## src/rtl/modexp_controller_if.sv

```systemverilog
// Bundles the host start/result handshake and the square/multiply unit handshakes
// of the modular exponentiation controller.
interface modexp_controller_if #(
    parameter int WIDTH     = 16,
    parameter int EXP_WIDTH = 16
);
    logic                 ready_in;
    logic [WIDTH-1:0]     base_in;
    logic [EXP_WIDTH-1:0] exponent_in;
    logic [WIDTH-1:0]     modulus_in;
    logic [WIDTH-1:0]     result_out;
    logic                 busy_out;
    logic                 valid_out;
    logic                 error_out;

    logic                 sq_ready_out;
    logic [WIDTH-1:0]     sq_value_out;
    logic [WIDTH-1:0]     sq_result_in;
    logic                 sq_valid_in;

    logic                 mul_ready_out;
    logic [WIDTH-1:0]     mul_a_out;
    logic [WIDTH-1:0]     mul_b_out;
    logic [WIDTH-1:0]     mul_result_in;
    logic                 mul_valid_in;

    logic [WIDTH-1:0]     mod_out;

    // The controller side.
    modport slave (
        input  ready_in, base_in, exponent_in, modulus_in,
        input  sq_result_in, sq_valid_in, mul_result_in, mul_valid_in,
        output result_out, busy_out, valid_out, error_out,
        output sq_ready_out, sq_value_out, mul_ready_out, mul_a_out, mul_b_out, mod_out
    );

    // The environment side: host plus the two arithmetic units.
    modport master (
        output ready_in, base_in, exponent_in, modulus_in,
        output sq_result_in, sq_valid_in, mul_result_in, mul_valid_in,
        input  result_out, busy_out, valid_out, error_out,
        input  sq_ready_out, sq_value_out, mul_ready_out, mul_a_out, mul_b_out, mod_out
    );
endinterface

```

## src/rtl/modexp_controller.sv

```systemverilog
// Right-to-left square-and-multiply sequencer: per exponent bit it launches the
// square and the multiply together on external units and waits for both results.
module modexp_controller #(
    parameter int WIDTH     = 16,
    parameter int EXP_WIDTH = 16
) (
    input  logic                 clk_in,
    input  logic                 rst_in,
    modexp_controller_if.slave   bus
);

    typedef enum logic [1:0] {S_IDLE, S_ISSUE, S_WAIT, S_DONE} state_t;

    state_t               state_q, state_d;
    logic [WIDTH-1:0]     acc_q, acc_d;
    logic [WIDTH-1:0]     b_q, b_d;
    logic [WIDTH-1:0]     acc_cap_q, acc_cap_d;
    logic [WIDTH-1:0]     b_cap_q, b_cap_d;
    logic [WIDTH-1:0]     mod_q, mod_d;
    logic [WIDTH-1:0]     result_q, result_d;
    logic [EXP_WIDTH-1:0] e_q, e_d;
    logic                 sq_pend_q, sq_pend_d;
    logic                 mul_pend_q, mul_pend_d;
    logic                 err_q, err_d;
    logic                 busy_q, busy_d;
    logic                 valid_q, valid_d;
    logic                 error_q, error_d;

    logic                 finish_now;
    logic                 sq_hit;
    logic                 mul_hit;
    logic                 sq_issue;
    logic                 mul_issue;

    assign finish_now = err_q || (e_q == '0);
    assign sq_hit     = (state_q == S_WAIT) && bus.sq_valid_in  && sq_pend_q;
    assign mul_hit    = (state_q == S_WAIT) && bus.mul_valid_in && mul_pend_q;

    always_ff @(posedge clk_in or negedge rst_in) begin
        if (!rst_in) begin
            state_q    <= S_IDLE;
            acc_q      <= '0;
            b_q        <= '0;
            acc_cap_q  <= '0;
            b_cap_q    <= '0;
            mod_q      <= '0;
            result_q   <= '0;
            e_q        <= '0;
            sq_pend_q  <= 1'b0;
            mul_pend_q <= 1'b0;
            err_q      <= 1'b0;
            busy_q     <= 1'b0;
            valid_q    <= 1'b0;
            error_q    <= 1'b0;
        end else begin
            state_q    <= state_d;
            acc_q      <= acc_d;
            b_q        <= b_d;
            acc_cap_q  <= acc_cap_d;
            b_cap_q    <= b_cap_d;
            mod_q      <= mod_d;
            result_q   <= result_d;
            e_q        <= e_d;
            sq_pend_q  <= sq_pend_d;
            mul_pend_q <= mul_pend_d;
            err_q      <= err_d;
            busy_q     <= busy_d;
            valid_q    <= valid_d;
            error_q    <= error_d;
        end
    end

    always_comb begin
        state_d = state_q;
        case (state_q)
            S_IDLE:  if (bus.ready_in) state_d = S_ISSUE;
            S_ISSUE: state_d = finish_now ? S_DONE : S_WAIT;
            S_WAIT:  if (!sq_pend_d && !mul_pend_d) state_d = S_ISSUE;
            S_DONE:  state_d = S_IDLE;
            default: state_d = S_IDLE;
        endcase
    end

    // Unit results land in the capture registers so the live operands stay put
    // until both units have answered.
    always_comb begin
        acc_d      = acc_q;
        b_d        = b_q;
        acc_cap_d  = acc_cap_q;
        b_cap_d    = b_cap_q;
        mod_d      = mod_q;
        result_d   = result_q;
        e_d        = e_q;
        sq_pend_d  = sq_pend_q;
        mul_pend_d = mul_pend_q;
        err_d      = err_q;
        busy_d     = busy_q;
        valid_d    = 1'b0;
        error_d    = error_q;
        case (state_q)
            S_IDLE: begin
                if (bus.ready_in) begin
                    b_d    = bus.base_in;
                    e_d    = bus.exponent_in;
                    mod_d  = bus.modulus_in;
                    acc_d  = (bus.modulus_in == WIDTH'(1)) ? '0 : WIDTH'(1);
                    err_d  = (bus.modulus_in == '0);
                    busy_d = 1'b1;
                end
            end
            S_ISSUE: begin
                if (!finish_now) begin
                    mul_pend_d = e_q[0];
                    sq_pend_d  = |e_q[EXP_WIDTH-1:1];
                    acc_cap_d  = acc_q;
                    b_cap_d    = b_q;
                end
            end
            S_WAIT: begin
                if (sq_hit) begin
                    b_cap_d   = bus.sq_result_in;
                    sq_pend_d = 1'b0;
                end
                if (mul_hit) begin
                    acc_cap_d  = bus.mul_result_in;
                    mul_pend_d = 1'b0;
                end
                if (!sq_pend_d && !mul_pend_d) begin
                    acc_d = acc_cap_d;
                    b_d   = b_cap_d;
                    e_d   = e_q >> 1;
                end
            end
            S_DONE: begin
                result_d = err_q ? '0 : acc_q;
                error_d  = err_q;
                busy_d   = 1'b0;
                valid_d  = 1'b1;
            end
            default: ;
        endcase
    end

    // The last square is never needed, so only issue it while higher bits remain.
    always_comb begin
        sq_issue  = 1'b0;
        mul_issue = 1'b0;
        if (state_q == S_ISSUE && !finish_now) begin
            sq_issue  = |e_q[EXP_WIDTH-1:1];
            mul_issue = e_q[0];
        end
    end

    assign bus.result_out    = result_q;
    assign bus.busy_out      = busy_q;
    assign bus.valid_out     = valid_q;
    assign bus.error_out     = error_q;
    assign bus.sq_ready_out  = sq_issue;
    assign bus.sq_value_out  = b_q;
    assign bus.mul_ready_out = mul_issue;
    assign bus.mul_a_out     = acc_q;
    assign bus.mul_b_out     = b_q;
    assign bus.mod_out       = mod_q;

endmodule
```

## src/flat_wrapper.sv

```systemverilog
// flat-port wrapper written by rule: the top's interface ports become plain ports
module modexp_controller_flat 
#(
    parameter int WIDTH     = 16,
    parameter int EXP_WIDTH = 16
)
  (clk_in, rst_in, bus_ready_in, bus_base_in, bus_exponent_in, bus_modulus_in, bus_sq_result_in, bus_sq_valid_in, bus_mul_result_in, bus_mul_valid_in, bus_result_out, bus_busy_out, bus_valid_out, bus_error_out, bus_sq_ready_out, bus_sq_value_out, bus_mul_ready_out, bus_mul_a_out, bus_mul_b_out, bus_mod_out);
  modexp_controller_if #(.WIDTH(WIDTH), .EXP_WIDTH(EXP_WIDTH)) bus_i ();
  input  logic clk_in;
  input  logic rst_in;
  input wire logic [$bits(bus_i.ready_in)-1:0] bus_ready_in;
  input wire logic [$bits(bus_i.base_in)-1:0] bus_base_in;
  input wire logic [$bits(bus_i.exponent_in)-1:0] bus_exponent_in;
  input wire logic [$bits(bus_i.modulus_in)-1:0] bus_modulus_in;
  input wire logic [$bits(bus_i.sq_result_in)-1:0] bus_sq_result_in;
  input wire logic [$bits(bus_i.sq_valid_in)-1:0] bus_sq_valid_in;
  input wire logic [$bits(bus_i.mul_result_in)-1:0] bus_mul_result_in;
  input wire logic [$bits(bus_i.mul_valid_in)-1:0] bus_mul_valid_in;
  output wire logic [$bits(bus_i.result_out)-1:0] bus_result_out;
  output wire logic [$bits(bus_i.busy_out)-1:0] bus_busy_out;
  output wire logic [$bits(bus_i.valid_out)-1:0] bus_valid_out;
  output wire logic [$bits(bus_i.error_out)-1:0] bus_error_out;
  output wire logic [$bits(bus_i.sq_ready_out)-1:0] bus_sq_ready_out;
  output wire logic [$bits(bus_i.sq_value_out)-1:0] bus_sq_value_out;
  output wire logic [$bits(bus_i.mul_ready_out)-1:0] bus_mul_ready_out;
  output wire logic [$bits(bus_i.mul_a_out)-1:0] bus_mul_a_out;
  output wire logic [$bits(bus_i.mul_b_out)-1:0] bus_mul_b_out;
  output wire logic [$bits(bus_i.mod_out)-1:0] bus_mod_out;
  assign bus_i.ready_in = bus_ready_in;
  assign bus_i.base_in = bus_base_in;
  assign bus_i.exponent_in = bus_exponent_in;
  assign bus_i.modulus_in = bus_modulus_in;
  assign bus_i.sq_result_in = bus_sq_result_in;
  assign bus_i.sq_valid_in = bus_sq_valid_in;
  assign bus_i.mul_result_in = bus_mul_result_in;
  assign bus_i.mul_valid_in = bus_mul_valid_in;
  assign bus_result_out = bus_i.result_out;
  assign bus_busy_out = bus_i.busy_out;
  assign bus_valid_out = bus_i.valid_out;
  assign bus_error_out = bus_i.error_out;
  assign bus_sq_ready_out = bus_i.sq_ready_out;
  assign bus_sq_value_out = bus_i.sq_value_out;
  assign bus_mul_ready_out = bus_i.mul_ready_out;
  assign bus_mul_a_out = bus_i.mul_a_out;
  assign bus_mul_b_out = bus_i.mul_b_out;
  assign bus_mod_out = bus_i.mod_out;
  modexp_controller #(.WIDTH(WIDTH), .EXP_WIDTH(EXP_WIDTH)) u_core (.clk_in(clk_in), .rst_in(rst_in), .bus(bus_i));
endmodule
```

## config.mk

```make
export PLATFORM = sky130hd
export DESIGN_NAME = modexp_controller_flat
export DESIGN_NICKNAME = d
export VERILOG_FILES = /design/src/rtl/modexp_controller_if.sv /design/src/rtl/modexp_controller.sv /design/src/flat_wrapper.sv
export SDC_FILE = /design/constraint.sdc
export NUM_CORES = 1
export LEC_CHECK = 0
export ABC_AREA = 0
export CORE_UTILIZATION = 48
export CTS_CLUSTER_SIZE = 12
export DETAILED_ROUTE_END_ITERATION = 10
export PLACE_DENSITY = 0.93
export SLEW_MARGIN = 20
export SYNTH_ARGS = -nofsm -noshare
export SYNTH_HDL_FRONTEND = slang
export SYNTH_SLANG_ARGS = --single-unit
export TNS_END_PERCENT = 30
```

## constraint.sdc

```tcl
create_clock -name clk_in -period 3.05 [get_ports clk_in]
set_clock_uncertainty 0.2 [all_clocks]
set_input_delay 0.305 -clock clk_in [delete_from_list [all_inputs] [get_ports clk_in]]
set_output_delay 0.305 -clock clk_in [all_outputs]
set_load 0.05 [all_outputs]
```

==> impl_metrics.py <==
metrics = {
    "outcome": {
        "status": "complete, but fails checks",
        "violations": "DRC",
    },
    "route": {
        "num_vias": 4848,
        "vias_per_cell": 5.70,
        "wirelength_um": 14600,
        "post-route-drc-count": 19,
        "routedWlPerCell_um": 17.2,
        "dr.pass1.iters": 8,
        "postRouteAntennaNets": 0,
        "initialDrtViolationCount": 264,
    },
    "synth": {
        "async_flop_share": 1.00,
        "yosysTopAreaCell": "dfrtp_1",
        "synthesis.area_um2": 5710,
        "ys_seq_area_frac": 0.526,
        "yosysWarningCount": 0,
        "synth_edf_count": 0,
        "ys_top_cells_by_count": "dfrtp_1 (120), a22o_1 (51), nor2_1 (51)",
        "dominantRegCellSynth": "dfrtp_1",
        "synthesis.nets": 638,
        "ys_ff_latch": 120,
        "avgSynthCellArea_um2": 10.4,
        "synth_top_area_share": 0.526,
        "yosysMostFrequentCell": "dfrtp_1",
        "ys_types": 38,
        "synth_cells": 548,
        "synth_area_leaders": "dfrtp_1 (53%), a22o_1 (7.8%), nor2_1 (3.4%), mux2_2 (3.4%), a21oi_1 (3.3%)",
    },
    "grt": {
        "track_usage": 0.244,
        "grt_pass1_vias": 4870,
        "grt_max_degree": 76,
        "antenna_found_initial": 0,
        "gr-total-overflow": 0,
        "grt_pass1_wl_um": 23700,
    },
    "worst_setup_path": {
        "reg2reg_from": "u_core.e_q[8]",
        "path_class": "reg2out",
        "startpoint_type": "flip-flop",
        "timing.rr.end": "u_core.b_cap_q[15]",
        "rrSetupSlack_ns": 0.25,
        "endpoint": "bus_mul_ready_out",
        "crit_buf_inv": 2,
        "worstPathRequired_ns": 2.54,
        "critical_path_peak_fanout": 9,
        "end_kind": "output pin",
        "critPathTopFamily": "buffers and inverters",
        "critical_path_depth": 4,
        "cp.arrival_ns": 2.29,
        "cpPeakStageDelay_ns": 0.81,
        "startpoint": "u_core.state_q[1]",
        "worstPathCellList": "inv_1, ha_1, and3_1, clkdlybuf4s50_1",
        "critPathSlowestCell": "clkdlybuf4s50_1",
        "r2r_cells": 6,
    },
    "die": {
        "die_area_um2": 12300,
        "top_level_ports": 170,
        "die_y_um": 111,
        "initial_core_util": 0.495,
        "core_um2": 11500,
        "row_count": 39,
        "dieWidth_um": 111,
    },
    "clocking": {
        "insertion_delay_ns": 0.41,
        "clock_tree.root_cell": "clkbuf_16",
        "cts.sinks": 120,
        "clk_transition_reported_paths_ns": 0.05,
        "htree_levels": 4,
        "clock_path_buffers": 2,
        "cts_tree": "yes",
        "postCtsSetupBuffers": 0,
        "numCtsBuffers": 17,
    },
    "pwr": {
        "p_leak_uw": 0.00341,
        "ir_worst_vdd_v": 0.000819,
        "powerDensity_nw_per_um2": 1430,
    },
    "sta": {
        "fmax_mhz": 357,
        "period_share": 0.917,
        "drv_slew": 0,
        "relSlewSlack": 0.362,
        "tightestPinTransition_ns": 0.957,
        "fin_setup_tns_ns": 0,
        "holdWs_ns": 0.283,
        "setup_viol": 0,
        "rsz0062_at_grt": "no",
        "finalHoldViolations": 0,
        "fin_crit_ns": 2.80,
    },
    "flow_run": {
        "cap_viol_max_count": 0,
    },
    "min_path": {
        "hold_path_depth": 3,
        "worstHoldPathType": "in2reg",
    },
    "placed_design": {
        "portBuffers": 169,
        "place_area_um2": 7400,
        "place.gp.congestion": 0.853,
        "hpwl_um": 10100,
    },
    "finish": {
        "drive_gt1_frac": 0.117,
        "syn_to_final_growth_pct": 41.6,
        "fillers": 800,
        "nets": 784,
        "antenna_cells": 0,
        "finalInstanceArea_um2": 8080,
    },
}
## how the worst min path moves through the flow
stage / start / end / slack, ns
after floorplan: rst_in / u_core.acc_cap_q[0] / -0.19
after global placement: u_core.bus.mod_out[9] / u_core.bus.mod_out[9] / 0.29
after detailed placement: u_core.acc_cap_q[6] / u_core.acc_cap_q[6] / 0.29
after CTS: bus_mul_result_in[3] / u_core.bus.mul_a_out[3] / 0.28
after global routing: bus_mul_result_in[14] / u_core.bus.mul_a_out[14] / 0.31
final: bus_mul_result_in[9] / u_core.bus.mul_a_out[9] / 0.28
## where the power goes
group          switching, uW  total (uW)  internal, uW
Combinational           3910        6280          2370
Clock                    691        2240          1550
Sequential               602        3020          2420
Total                   5210       11500          6340
## what timing repair did
action,in CTS,in global routing
endpoints found under the hold margin,74,0
hold buffers,1,0
gates resized for setup,1,0
endpoints found under the setup margin,1,0
## through the flow
step	total power, uW	utilization	std cells	setup WS (ns)
after detailed placement	9310	0.643	817	0.263
after CTS	11600	0.701	850	0.239
after global placement	9040	0.642	817	0.360
final	11500	0.701	850	0.252
after global routing	12100	0.701	850	0.106
after floorplan	7570	-	548	0.526
## flip-flops by register name, indices dropped and copies added, names as in the netlist
| name | cells |
|---|---|
| u_core.bus.result_out | 16 |
| u_core.bus.mod_out | 16 |
| u_core.e_q | 16 |
| u_core.bus.valid_out | 1 |
| u_core.bus.error_out | 1 |
| u_core.b_cap_q | 16 |
| u_core.err_q | 1 |
| u_core.mul_pend_q | 1 |
| u_core.bus.mul_a_out | 16 |
| u_core.bus.mul_b_out | 16 |
| u_core.acc_cap_q | 16 |
| u_core.sq_pend_q | 1 |
| u_core.bus.busy_out | 1 |
| u_core.state_q | 2 |
## metal layers
layer  track usage  vias to the layer above  routed length, um  part of all wire
li1              -                     2241                  -                 -
met2         0.414                      203               7270              0.50
met5             0                        -                  0                 0
met3        0.0683                       22               1080             0.074
met1         0.301                     2382               6050              0.41
met4        0.0820                        0                206             0.014
## tightest hold or removal path: cells and delay by family
family	cells	cell delay [ns]
buffers and inverters	1	0.40
AND/OR/NAND/NOR	1	0.07
AO/OA/AOI/OAI	1	0.07
## cells by family (layout without fill, tap and decap cells)
family          Yosys count  after routing  synth area share
buf+inv                  80            239            0.0678
fa+ha+maj                 5              5            0.0110
mux                      34             34            0.0636
flops                   120            120             0.526
simple gates            144            144             0.121
compound gates          165            165             0.210
## layout by cell type, fill, tap and decap left out, types with 2 or more instances in the layout
cell               n
mux2i_1           16
and2_1            17
a21oi_1           38
dfrtp_1          120
clkbuf_16         17
nand2_1           40
ha_1               4
a31o_2            13
a22o_1            51
mux2_2            17
nand3_1            3
nor2_1            50
buf_4             12
o21ai_4            2
clkinv_2           4
clkinv_4           2
nor3_1             2
clkdlybuf4s50_1  167
a31oi_1           14
or4_4              2
bufinv_16          6
a22oi_1            3
inv_1             25
o21ai_0           22
and3_1             3
a221oi_1          18
or4_1              2
nor2b_1           15
nor4_1             4
## layout make-up
type                    count  area (um2)  share of cell area
flip-flops and latches    120        3000               0.372
inverters                  25        93.8              0.0116
well taps                 143         179              0.0221
repair buffers            182        1800               0.223
clock inverters            13         225              0.0279
multi-input cells         348        2330               0.289
clock buffers              19         443              0.0548
Power figures use the tool's default switching activity.
